[src/rtl/flexible_clock.sv]
// flexible_clock
//
// Divides clk_in down to a 50 % duty-cycle square wave. clk_out toggles once
// every div cycles of clk_in, where div starts at CLK_DIV and can be reloaded
// at run time through div_load/div_value. The output period is therefore
// 2*div enabled input cycles.
//
// Parameters:
//   CLK_DIV   toggle interval in clk_in cycles, 1 .. 2**WIDTH-1 (default 50_000)
//   WIDTH     width of the internal counter and of div_value (default 32)
//
// Ports:
//   clk_in     in   1      sole clock, everything is posedge clk_in
//   rst        in   1      synchronous active-high reset
//   en         in   1      count enable (tie high when unused, see template)
//   div_load   in   1      load div_value as the new divisor (0 is taken as 1)
//   div_value  in   WIDTH  runtime divisor
//   clk_out    out  1      divided clock, registered
//   tick       out  1      one-cycle pulse with every clk_out toggle
//   rise       out  1      one-cycle pulse when clk_out goes 0->1
//   fall       out  1      one-cycle pulse when clk_out goes 1->0
//
// Priority each cycle: rst, then div_load, then en. A load abandons the
// current half-period; the next toggle comes div_value enabled cycles later.
// A load is honoured even while en is low.
//
// Instantiation template (en tied high when no gating is wanted):
//
//   flexible_clock #(
//     .CLK_DIV (50_000),
//     .WIDTH   (32)
//   ) u_div_1khz (
//     .clk_in    (clk),
//     .rst       (rst),
//     .en        (1'b1),
//     .div_load  (1'b0),
//     .div_value ('0),
//     .clk_out   (clk_1kHz),
//     .tick      (),
//     .rise      (),
//     .fall      ()
//   );

module flexible_clock #(
  parameter longint unsigned CLK_DIV = 50_000,
  parameter int unsigned     WIDTH   = 32
) (
  input  logic             clk_in,
  input  logic             rst,
  input  logic             en,
  input  logic             div_load,
  input  logic [WIDTH-1:0] div_value,
  output logic             clk_out,
  output logic             tick,
  output logic             rise,
  output logic             fall
);

  // Largest divisor the counter can represent. For WIDTH=64 the shift
  // yields zero and the subtraction wraps to all ones, which is correct.
  localparam longint unsigned MAX_DIV = (64'd1 << WIDTH) - 64'd1;

  generate
    if ((WIDTH == 0) || (WIDTH > 64) || (CLK_DIV == 0) || (CLK_DIV > MAX_DIV)) begin : g_bad_param
      $error("flexible_clock: CLK_DIV must lie in 1 .. 2**WIDTH-1 and WIDTH in 1 .. 64");
    end
  endgenerate

  localparam logic [WIDTH-1:0] DIV_INIT = CLK_DIV[WIDTH-1:0];
  localparam logic [WIDTH-1:0] ONE      = WIDTH'(1);

  // ---------------------------------------------------------------------
  // State
  //
  // The divisor is stored as an offset from CLK_DIV (div_ofs_reg = div ^
  // CLK_DIV). Every register in this block therefore holds all zeros in its
  // reset state, so the FPGA's zero power-up value is already the reset
  // state and the divider runs correctly without rst ever being asserted.
  // ---------------------------------------------------------------------
  logic [WIDTH-1:0] count_reg;
  logic [WIDTH-1:0] count_next;
  logic [WIDTH-1:0] div_ofs_reg;
  logic [WIDTH-1:0] div_ofs_next;
  logic             clk_out_reg;
  logic             clk_out_next;
  logic             tick_reg;
  logic             tick_next;
  logic             rise_reg;
  logic             rise_next;
  logic             fall_reg;
  logic             fall_next;

  // Decoded divisor currently in force, and the value a load would install.
  logic [WIDTH-1:0] div_cur;
  logic [WIDTH-1:0] div_new;
  logic             terminal;

  assign div_cur  = div_ofs_reg ^ DIV_INIT;
  assign div_new  = (div_value == '0) ? ONE : div_value;

  // count runs 0 .. div_cur-1, so it can never wrap at 2**WIDTH.
  assign terminal = (count_reg == (div_cur - ONE));

  // ---------------------------------------------------------------------
  // Next-state logic
  // ---------------------------------------------------------------------
  always_comb begin
    count_next   = count_reg;
    div_ofs_next = div_ofs_reg;
    clk_out_next = clk_out_reg;
    tick_next    = 1'b0;
    rise_next    = 1'b0;
    fall_next    = 1'b0;

    if (div_load) begin
      // New divisor restarts the half-period; the output level is kept.
      div_ofs_next = div_new ^ DIV_INIT;
      count_next   = '0;
    end else if (en) begin
      if (terminal) begin
        count_next   = '0;
        clk_out_next = ~clk_out_reg;
        tick_next    = 1'b1;
        // Pulses are registered together with clk_out, so they line up with
        // the cycle in which the new level first appears.
        rise_next    = ~clk_out_reg;
        fall_next    = clk_out_reg;
      end else begin
        count_next   = count_reg + ONE;
      end
    end
  end

  // ---------------------------------------------------------------------
  // Registers
  // ---------------------------------------------------------------------
  always_ff @(posedge clk_in) begin
    if (rst) begin
      count_reg   <= '0;
      div_ofs_reg <= '0;
      clk_out_reg <= 1'b0;
      tick_reg    <= 1'b0;
      rise_reg    <= 1'b0;
      fall_reg    <= 1'b0;
    end else begin
      count_reg   <= count_next;
      div_ofs_reg <= div_ofs_next;
      clk_out_reg <= clk_out_next;
      tick_reg    <= tick_next;
      rise_reg    <= rise_next;
      fall_reg    <= fall_next;
    end
  end

  assign clk_out = clk_out_reg;
  assign tick    = tick_reg;
  assign rise    = rise_reg;
  assign fall    = fall_reg;

endmodule

[config.mk]
export PLATFORM = sky130hd
export DESIGN_NAME = flexible_clock
export DESIGN_NICKNAME = d
export VERILOG_FILES = /design/src/rtl/flexible_clock.sv
export SDC_FILE = /design/constraint.sdc
export NUM_CORES = 1
export LEC_CHECK = 0
export BUFFER_PORTS_ARGS = -buffer_cell sky130_fd_sc_hd__buf_4
export CORE_MARGIN = 2
export CORE_UTILIZATION = 30
export DETAILED_ROUTE_END_ITERATION = 8
export GPL_TIMING_DRIVEN = 0
export PLACE_DENSITY = 0.51
export SKIP_LAST_GASP = 1
export SLEW_MARGIN = 15
export SYNTH_ARGS = -nofsm -noshare
export SYNTH_HDL_FRONTEND = slang
export SYNTH_SLANG_ARGS = --single-unit
[constraint.sdc]
create_clock -name clk_in -period 3.43 [get_ports clk_in]
set_input_delay 0.5145 -clock clk_in [delete_from_list [all_inputs] [get_ports clk_in]]
set_output_delay 0.5145 -clock clk_in [all_outputs]
set_load 0.01 [all_outputs]
==> impl_metrics.csv, run 1 <==
group,metric,value,unit
routing,initialDrtViolationCount,158,
worst_setup_path,crit_path_cell_trace,"nor4_4 > nand4_4 > o41ai_1 > nor3b_1 > nand4_1 > nor3_2 > buf_2 > nor3_1",
die,number_of_primary_i_o_pins,40,
pwr,power_per_unit_of_standard_cell_area,446.9,nW/um^2
routing,drt_first_pass_iters,4,
routing,wire_per_inst,15.16,um
worst_setup_path,worst_path_max_fanout,10,
layout,signed_area_change_from_the_synthesized_netlist_to_the_final_layout,21.65,%
global_route,grt_pass1_vias,3327,
cts,postCtsSetupBuffers,0,
synth,synth_fp_nets,487,
pwr,static-leakage-power,1.730,nW
sta,fmax,0.3214,GHz
cts,clk_transition_reported_paths,0.05,ns
cts,ctsLongestPathBuffers,2,
place,dp_hpwl,8000,um
synth,synth.ff_latch_count,68,
die,die_width,117.5,um
flow_run,maxCapViolCount,0,
pwr,total_power,0.002099,W
synth,netlist_area,3861,um^2
sta,setup_viol,0,
sta,final_min_period_over_clock_period,90.71,%
global_route,maximum_number_of_pins_on_one_net_before_global_route_repair,12,
min_path,worstHoldPathType,"primary input to flop",
die,die_y,117.5,um
worst_setup_path,required,3.63,ns
place,portBuffers,37,
cts,cts.repair.resized,0,
sta,fin_crit,3.111,ns
synth,synth_ff_type,"sky130_fd_sc_hd__dfxtp_1",
synth,number_of_flops_mapped_to_enable_cells_by_yosys,0,
worst_setup_path,cp-end-kind,"flop",
synth,cells_after_synth,449,
place,gpl.final_weighted_congestion,0.8309,
cts,cts.root.buffer_cell,"sky130_fd_sc_hd__clkbuf_16",
worst_setup_path,startpoint_class,"flop",
run_status,outcome,"completed",
sta,report.final.hold_viol_count,0,
sta,maxSlewHeadroom,57.70,%
worst_setup_path,worst_ep_arrival_time,3.31,ns
sta,worst_slew_pin_slew,0.6264,ns
synth,ys_async_sr_fraction,0,%
cts,tritoncts.num_buffers,9,
synth,yosysSeqAreaShare,35.26,%
die,die_area,13790,um^2
synth,yosysWarnings,0,
layout,n_antenna_cell,0,
routing,drtAntennaViolNets,0,
worst_setup_path,worst_path_max_delay_cell,"sky130_fd_sc_hd__o41ai_1",
cts,cts_tree,"yes",
sta,fin_worst_skew,0.004896,ns
cts,clock_sinks,68,
layout,fin_nets,535,
sta,hold_slack,0.3658,ns
global_route,antenna_found_initial,0,
global_route,grt_pass1_wl,17310,um
routing,drt_wl_total,10220,um
sta,rsz0062_at_grt,"no",
cts,cts.htree.levels,3,
routing,viasPerCell,5.162,
cts,cts_hold_repair.buffers,0,
worst_setup_path,worst_path_largest_cell_delay,0.68,ns
die,core.rowCount,41,
synth,post_synth.cell_area_avg,8.600,um^2
die,initial_utilization,30.72,%
global_route,grt.total_usage,15.69,%
die,area_of_the_core,12570,um^2
pwr,irDropWorstVdd,265.5,uV
cts,clk_latency,0.34,ns
routing,post-route-drc-count,0,
global_route,globalRoute.totalOverflow,0,
sta,totalNegativeSetupSlack,0,ns
routing,vias,3479,
layout,layout-drive-gt1-share,14.14,%
synth,post_synth_num_cell_types,54,
sta,total_count_of_max_transition_violations_in_the_final_report,0,
worst_setup_path,timing.setup.critical_path_class,"flop to flop",
==> synthesized netlist by cell type, drive strengths merged, types with 4 or more instances <==
cell,instances,share of area (%)
dfxtp,68,35
nor3,40,5.4
xor2,39,8.8
xnor2,31,7.0
nor2,30,2.9
nand2,28,2.7
clkbuf,22,2.1
a22o,20,4.5
nand4,19,3.6
nor4,19,3.6
nand3,15,1.9
o21ai,12,1.6
and3,10,1.6
inv,10,0.97
a211oi,7,1.4
and4,7,1.6
a21oi,6,0.78
nor3b,6,1.3
a31oi,5,0.81
mux2i,5,1.3
buf,4,0.52
nor2b,4,0.65
o211ai,4,0.78
==> worst paths after layout <==
kind                   from        endpoint  slack, ns  cells past startpoint
min reg2reg         clk_out            rise       0.50                      1
min            div_value[9]  div_ofs_reg[9]       0.37                      2
max reg2reg  div_ofs_reg[0]    count_reg[7]       0.32                      8
max          div_ofs_reg[0]    count_reg[7]       0.32                      8
==> routing by layer <==
layer | global-route usage (%) | up-vias | part of all wire, %
li1 | - | 1757 | -
met1 | 20.64 | 1644 | 49
met2 | 25.77 | 68 | 46
met3 | 2.713 | 10 | 3.5
met4 | 5.873 | 0 | 1.5
met5 | 0 | - | 0
==> worst max-delay path, delay by kind of cell, from the launching register on <==
family          cells  cell delay [ns]
simple gates        6             1.60
compound gates      1             0.68
flops               1             0.38
buf+inv             1             0.30
==> area by class of cell <==
class                      count  area, um^2
clock buffer                  12       266.5
clock inverter                 4       70.07
sequential                    68        1361
tap                          172       215.2
fill                        1291        7871
multi-input combinational    345        2366
timing repair buffer          37       277.8
buffer                        26       102.6
inverter                      10       37.54
==> layout by cell type, fill, tap and decap left out, types with 3 or more instances in the layout <==
master / n
sky130_fd_sc_hd__dfxtp_1: 68
sky130_fd_sc_hd__xor2_1: 39
sky130_fd_sc_hd__nor3_1: 38
sky130_fd_sc_hd__buf_4: 37
sky130_fd_sc_hd__xnor2_1: 31
sky130_fd_sc_hd__nor2_1: 30
sky130_fd_sc_hd__nand2_1: 28
sky130_fd_sc_hd__clkbuf_1: 22
sky130_fd_sc_hd__a22o_1: 20
sky130_fd_sc_hd__nor4_1: 17
sky130_fd_sc_hd__nand4_1: 17
sky130_fd_sc_hd__nand3_1: 15
sky130_fd_sc_hd__o21ai_0: 12
sky130_fd_sc_hd__inv_1: 10
sky130_fd_sc_hd__and3_1: 10
sky130_fd_sc_hd__clkbuf_16: 9
sky130_fd_sc_hd__a211oi_1: 7
sky130_fd_sc_hd__and4_1: 6
sky130_fd_sc_hd__a21oi_1: 6
sky130_fd_sc_hd__mux2i_1: 5
sky130_fd_sc_hd__a31oi_1: 5
sky130_fd_sc_hd__nor3b_1: 5
sky130_fd_sc_hd__buf_2: 4
sky130_fd_sc_hd__nor2b_1: 4
sky130_fd_sc_hd__o211ai_1: 4
sky130_fd_sc_hd__and3b_1: 3
sky130_fd_sc_hd__o31ai_1: 3
sky130_fd_sc_hd__or3_1: 3
sky130_fd_sc_hd__clkbuf_8: 3
==> cells by family (layout without fill, tap and decap cells) <==
logic type / count (synthesis) / after routing / synth area share [%]
adder cells (fa/ha/maj): 2 / 2 / 0.6480
AND/OR/NAND/NOR: 198 / 198 / 29.94
buffers and inverters: 36 / 89 / 3.629
AO/OA/AOI/OAI: 70 / 70 / 13.35
XOR/XNOR: 70 / 70 / 15.88
flip-flops: 68 / 68 / 35.26
multiplexers: 5 / 5 / 1.296
==> power breakdown <==
part           switching, W  internal [W]
logic              0.000114      0.000101
clock network      0.000339      0.000693
registers         0.0000371      0.000814
total              0.000491       0.00161
==> per-stage QoR <==
step / utilization [%] / instances / cell area [um^2] / setup WS, ns
3_5_place_dp: 34.64 / 658 / 4354 / 0.2685
4_1_cts: 37.32 / 674 / 4691 / 0.2719
2_1_floorplan: - / 449 / 3861 / 0.8444
5_1_grt: 37.37 / 674 / 4697 / 0.01419
3_3_place_gp: 34.64 / 658 / 4354 / 0.2981
6_report: 37.37 / 674 / 4697 / 0.3187
Note: power is estimated with default switching activity, not from simulation.
==> run 2, diff against run 1 <==
--- a/config.mk
+++ b/config.mk
@@ -5,6 +5,7 @@
 export SDC_FILE = /design/constraint.sdc
 export NUM_CORES = 1
 export LEC_CHECK = 0
+export ABC_AREA = 1
 export BUFFER_PORTS_ARGS = -buffer_cell sky130_fd_sc_hd__buf_4
 export CORE_MARGIN = 2
 export CORE_UTILIZATION = 30
==> impl_metrics.csv, run 2 <==
group,metric,value,unit
die,die_area,18520,um^2
worst_setup_path,required,3.65,ns
synth,post_synth.cell_area_avg,6.129,um^2
layout,layout-drive-gt1-share,15.75,%
sta,totalNegativeSetupSlack,0,ns
min_path,worstHoldPathType,"primary input to flop",
place,portBuffers,38,
global_route,grt_pass1_vias,4789,
synth,synth.ff_latch_count,68,
synth,synth_ff_type,"sky130_fd_sc_hd__dfxtp_1",
worst_setup_path,worst_path_most_repeated_cell,"sky130_fd_sc_hd__nand2_1",
global_route,grt.total_usage,18.69,%
cts,cts_tree,"yes",
cts,clk_transition_reported_paths,0.06,ns
routing,drt_first_pass_iters,5,
worst_setup_path,worst_ep_arrival_time,2.94,ns
layout,n_antenna_cell,0,
worst_setup_path,reg2reg_setup_slack,0.71,ns
sta,final_min_period_over_clock_period,79.30,%
place,gpl.final_weighted_congestion,0.9059,
die,core.rowCount,48,
global_route,maximum_number_of_pins_on_one_net_before_global_route_repair,13,
worst_setup_path,startpoint_class,"flop",
sta,fin_worst_skew,0.007023,ns
cts,postCtsSetupBuffers,0,
cts,cts_hold_repair.buffers,0,
worst_setup_path,r2r_start,"div_ofs_reg[0]",
worst_setup_path,worst_path_max_delay_cell,"sky130_fd_sc_hd__nand2_1",
synth,synth_top_area_share,26.01,%
synth,cell_with_the_most_instances_after_synthesis,"sky130_fd_sc_hd__nand2_1",
die,die_y,136.1,um
worst_setup_path,timing.setup.critical_path_class,"flop to flop",
synth,cells_after_synth,854,
routing,drt_wl_total,16610,um
die,die_width,136.1,um
flow_run,maxCapViolCount,0,
sta,fmax,0.3676,GHz
worst_setup_path,worst_path_max_fanout,7,
layout,fin_nets,941,
sta,fin_crit,2.720,ns
sta,report.final.hold_viol_count,0,
sta,setup_viol,0,
cts,ctsLongestPathBuffers,2,
synth,synth_fp_nets,892,
worst_setup_path,worst-r2r-cell-count,13,
routing,viasPerCell,4.628,
global_route,grt_pass1_wl,25970,um
die,initial_utilization,30.47,%
worst_setup_path,worst_path_largest_cell_delay,0.35,ns
routing,vias,5244,
synth,netlist.top_cell.by_area,"sky130_fd_sc_hd__dfxtp_1",
cts,cts.repair.resized,0,
sta,total_count_of_max_transition_violations_in_the_final_report,0,
worst_setup_path,rr_endpoint,"count_reg[29]",
synth,netlist_area,5234,um^2
sta,maxSlewHeadroom,55.05,%
layout,layout.core_utilization,35.62,%
layout,layout_common_cells,"sky130_fd_sc_hd__nand2_1 (220), sky130_fd_sc_hd__nor2_1 (125), sky130_fd_sc_hd__inv_1 (111)",
place,dp_hpwl,13960,um
synth,yosysSeqAreaShare,26.01,%
pwr,power_per_unit_of_standard_cell_area,360.4,nW/um^2
sta,rsz0062_at_grt,"no",
sta,worst_slew_pin_slew,0.6717,ns
worst_setup_path,critPathLaunch,"div_ofs_reg[0]",
die,area_of_the_core,17180,um^2
routing,drtAntennaViolNets,0,
synth,synth_commonest_cells,"sky130_fd_sc_hd__nand2_1 (220), sky130_fd_sc_hd__nor2_1 (125), sky130_fd_sc_hd__inv_1 (111), sky130_fd_sc_hd__nand3_1 (77), sky130_fd_sc_hd__dfxtp_1 (68)",
synth,yosysWarnings,0,
routing,wire_per_inst,14.66,um
global_route,globalRoute.totalOverflow,0,
cts,tritoncts.num_buffers,9,
cts,clk_latency,0.35,ns
layout,final_area,6118,um^2
sta,hold_slack,0.3591,ns
layout,signed_area_change_from_the_synthesized_netlist_to_the_final_layout,16.90,%
worst_setup_path,crit_path_cell_trace,"inv_1 > ha_1 > nand2_1 > nor2_2 > nand3_4 > o21ai_2 > nand2_1 > nor2_1 > nand4_1 > nor2_2 > nand4_4 > nand2_1 > nor2_1",
place,detailed_place.area,5801,um^2
routing,initialDrtViolationCount,344,
layout,final_common_cell,"sky130_fd_sc_hd__nand2_1",
synth,post_synth_num_cell_types,40,
synth,synth.top_cells.by_area,"sky130_fd_sc_hd__dfxtp_1 (26%), sky130_fd_sc_hd__nand2_1 (16%), sky130_fd_sc_hd__nor2_1 (9.0%)",
global_route,antenna_found_initial,0,
cts,cts.root.buffer_cell,"sky130_fd_sc_hd__clkbuf_16",
routing,post-route-drc-count,0,
cts,cts.htree.levels,3,
die,number_of_primary_i_o_pins,40,
pwr,irDropWorstVdd,222.4,uV
synth,number_of_flops_mapped_to_enable_cells_by_yosys,0,
worst_setup_path,critical_path.endpoint,"count_reg[29]",
run_status,outcome,"completed",
cts,clock_sinks,68,
pwr,static-leakage-power,2.840,nW
worst_setup_path,cp-end-kind,"flop",
synth,ys_async_sr_fraction,0,%
## run 2: cell types whose count changed in the layout (fill, tap and decap cells not counted), moves of 9 or more
cell                       change
sky130_fd_sc_hd__nor2_2       +17
sky130_fd_sc_hd__a22o_1       -20
sky130_fd_sc_hd__nor2_4        +9
sky130_fd_sc_hd__xor2_1       -11
sky130_fd_sc_hd__inv_2        +17
sky130_fd_sc_hd__clkbuf_1     -12
sky130_fd_sc_hd__xnor2_1      -17
sky130_fd_sc_hd__nand3_1      +62
sky130_fd_sc_hd__o21ai_0      +26
sky130_fd_sc_hd__nand2_1     +192
sky130_fd_sc_hd__inv_1       +101
sky130_fd_sc_hd__nor2_1       +95
sky130_fd_sc_hd__nor3_1       -27
sky130_fd_sc_hd__nand2_2      +22
## run 2: worst min path at each step
stage / cells past startpoint / to / start / slack, ns
after detailed placement: 2 / div_ofs_reg[31] / div_ofs_reg[31] / 0.46
after global placement: 2 / div_ofs_reg[31] / div_ofs_reg[31] / 0.45
after global routing: 2 / div_ofs_reg[15] / div_value[15] / 0.36
after CTS: 2 / div_ofs_reg[4] / div_value[4] / 0.34
final: 2 / div_ofs_reg[4] / div_value[4] / 0.36
after floorplan: 2 / div_ofs_reg[31] / div_ofs_reg[31] / 0.44
## run 2: cell families (layout without fill, tap and decap cells)
| kind of cell | after synthesis | after routing | share of synthesized area (%) |
|---|---|---|---|
| AND/OR/NAND/NOR | 537 | 537 | 49.15 |
| buffers and inverters | 146 | 200 | 11.04 |
| flip-flops | 68 | 68 | 26.01 |
| AO/OA/AOI/OAI | 58 | 58 | 5.977 |
| XOR/XNOR | 43 | 43 | 7.339 |
| adder cells (fa/ha/maj) | 2 | 2 | 0.4780 |
## run 2: where the power goes
| group | switching (W) | internal (W) | leakage [nW] |
|---|---|---|---|
| clock network | 0.000370 | 0.000636 | 0.149 |
| logic | 0.000234 | 0.000120 | 2.14 |
| registers | 0.0000301 | 0.000814 | 0.555 |
## run 2: layer usage
layer  vias up  track usage, %  wire [um]
li1       2793               -          -
met1      2363           26.40       8297
met2        72           29.03       7448
met3        16           2.647        510
met4         0           6.366        356
met5         -               0          0
## run 2: critical path, delay by kind of cell, from the launching register on
| family | cells | cell delay [ns] |
|---|---|---|
| buffers and inverters | 1 | 0.14 |
| and+or+nand+nor | 10 | 1.66 |
| DFF | 1 | 0.34 |
| AOI/OAI and AO/OA | 1 | 0.23 |
| adders and majority gates | 1 | 0.22 |
## run 2: per-stage QoR
step | setup slack [ns] | total power (W) | std cells
6_report | 0.7099 | 0.002205 | 1133
5_1_grt | 0.4777 | 0.002306 | 1133
4_1_cts | 0.7250 | 0.002231 | 1133
3_5_place_dp | 0.7273 | 0.001214 | 1117
3_3_place_gp | 0.7314 | 0.001214 | 1117
2_1_floorplan | 1.369 | 0.001088 | 854
## run 2: layout make-up
cell class / instances / area (um^2)
timing repair buffer: 38 / 285.3
multi-input combinational: 640 / 3294
inverter: 130 / 488.0
tap: 225 / 281.5
fill: 1920 / 11060
clock inverter: 6 / 88.84
buffer: 16 / 90.09
sequential: 68 / 1361
clock buffer: 10 / 229.0
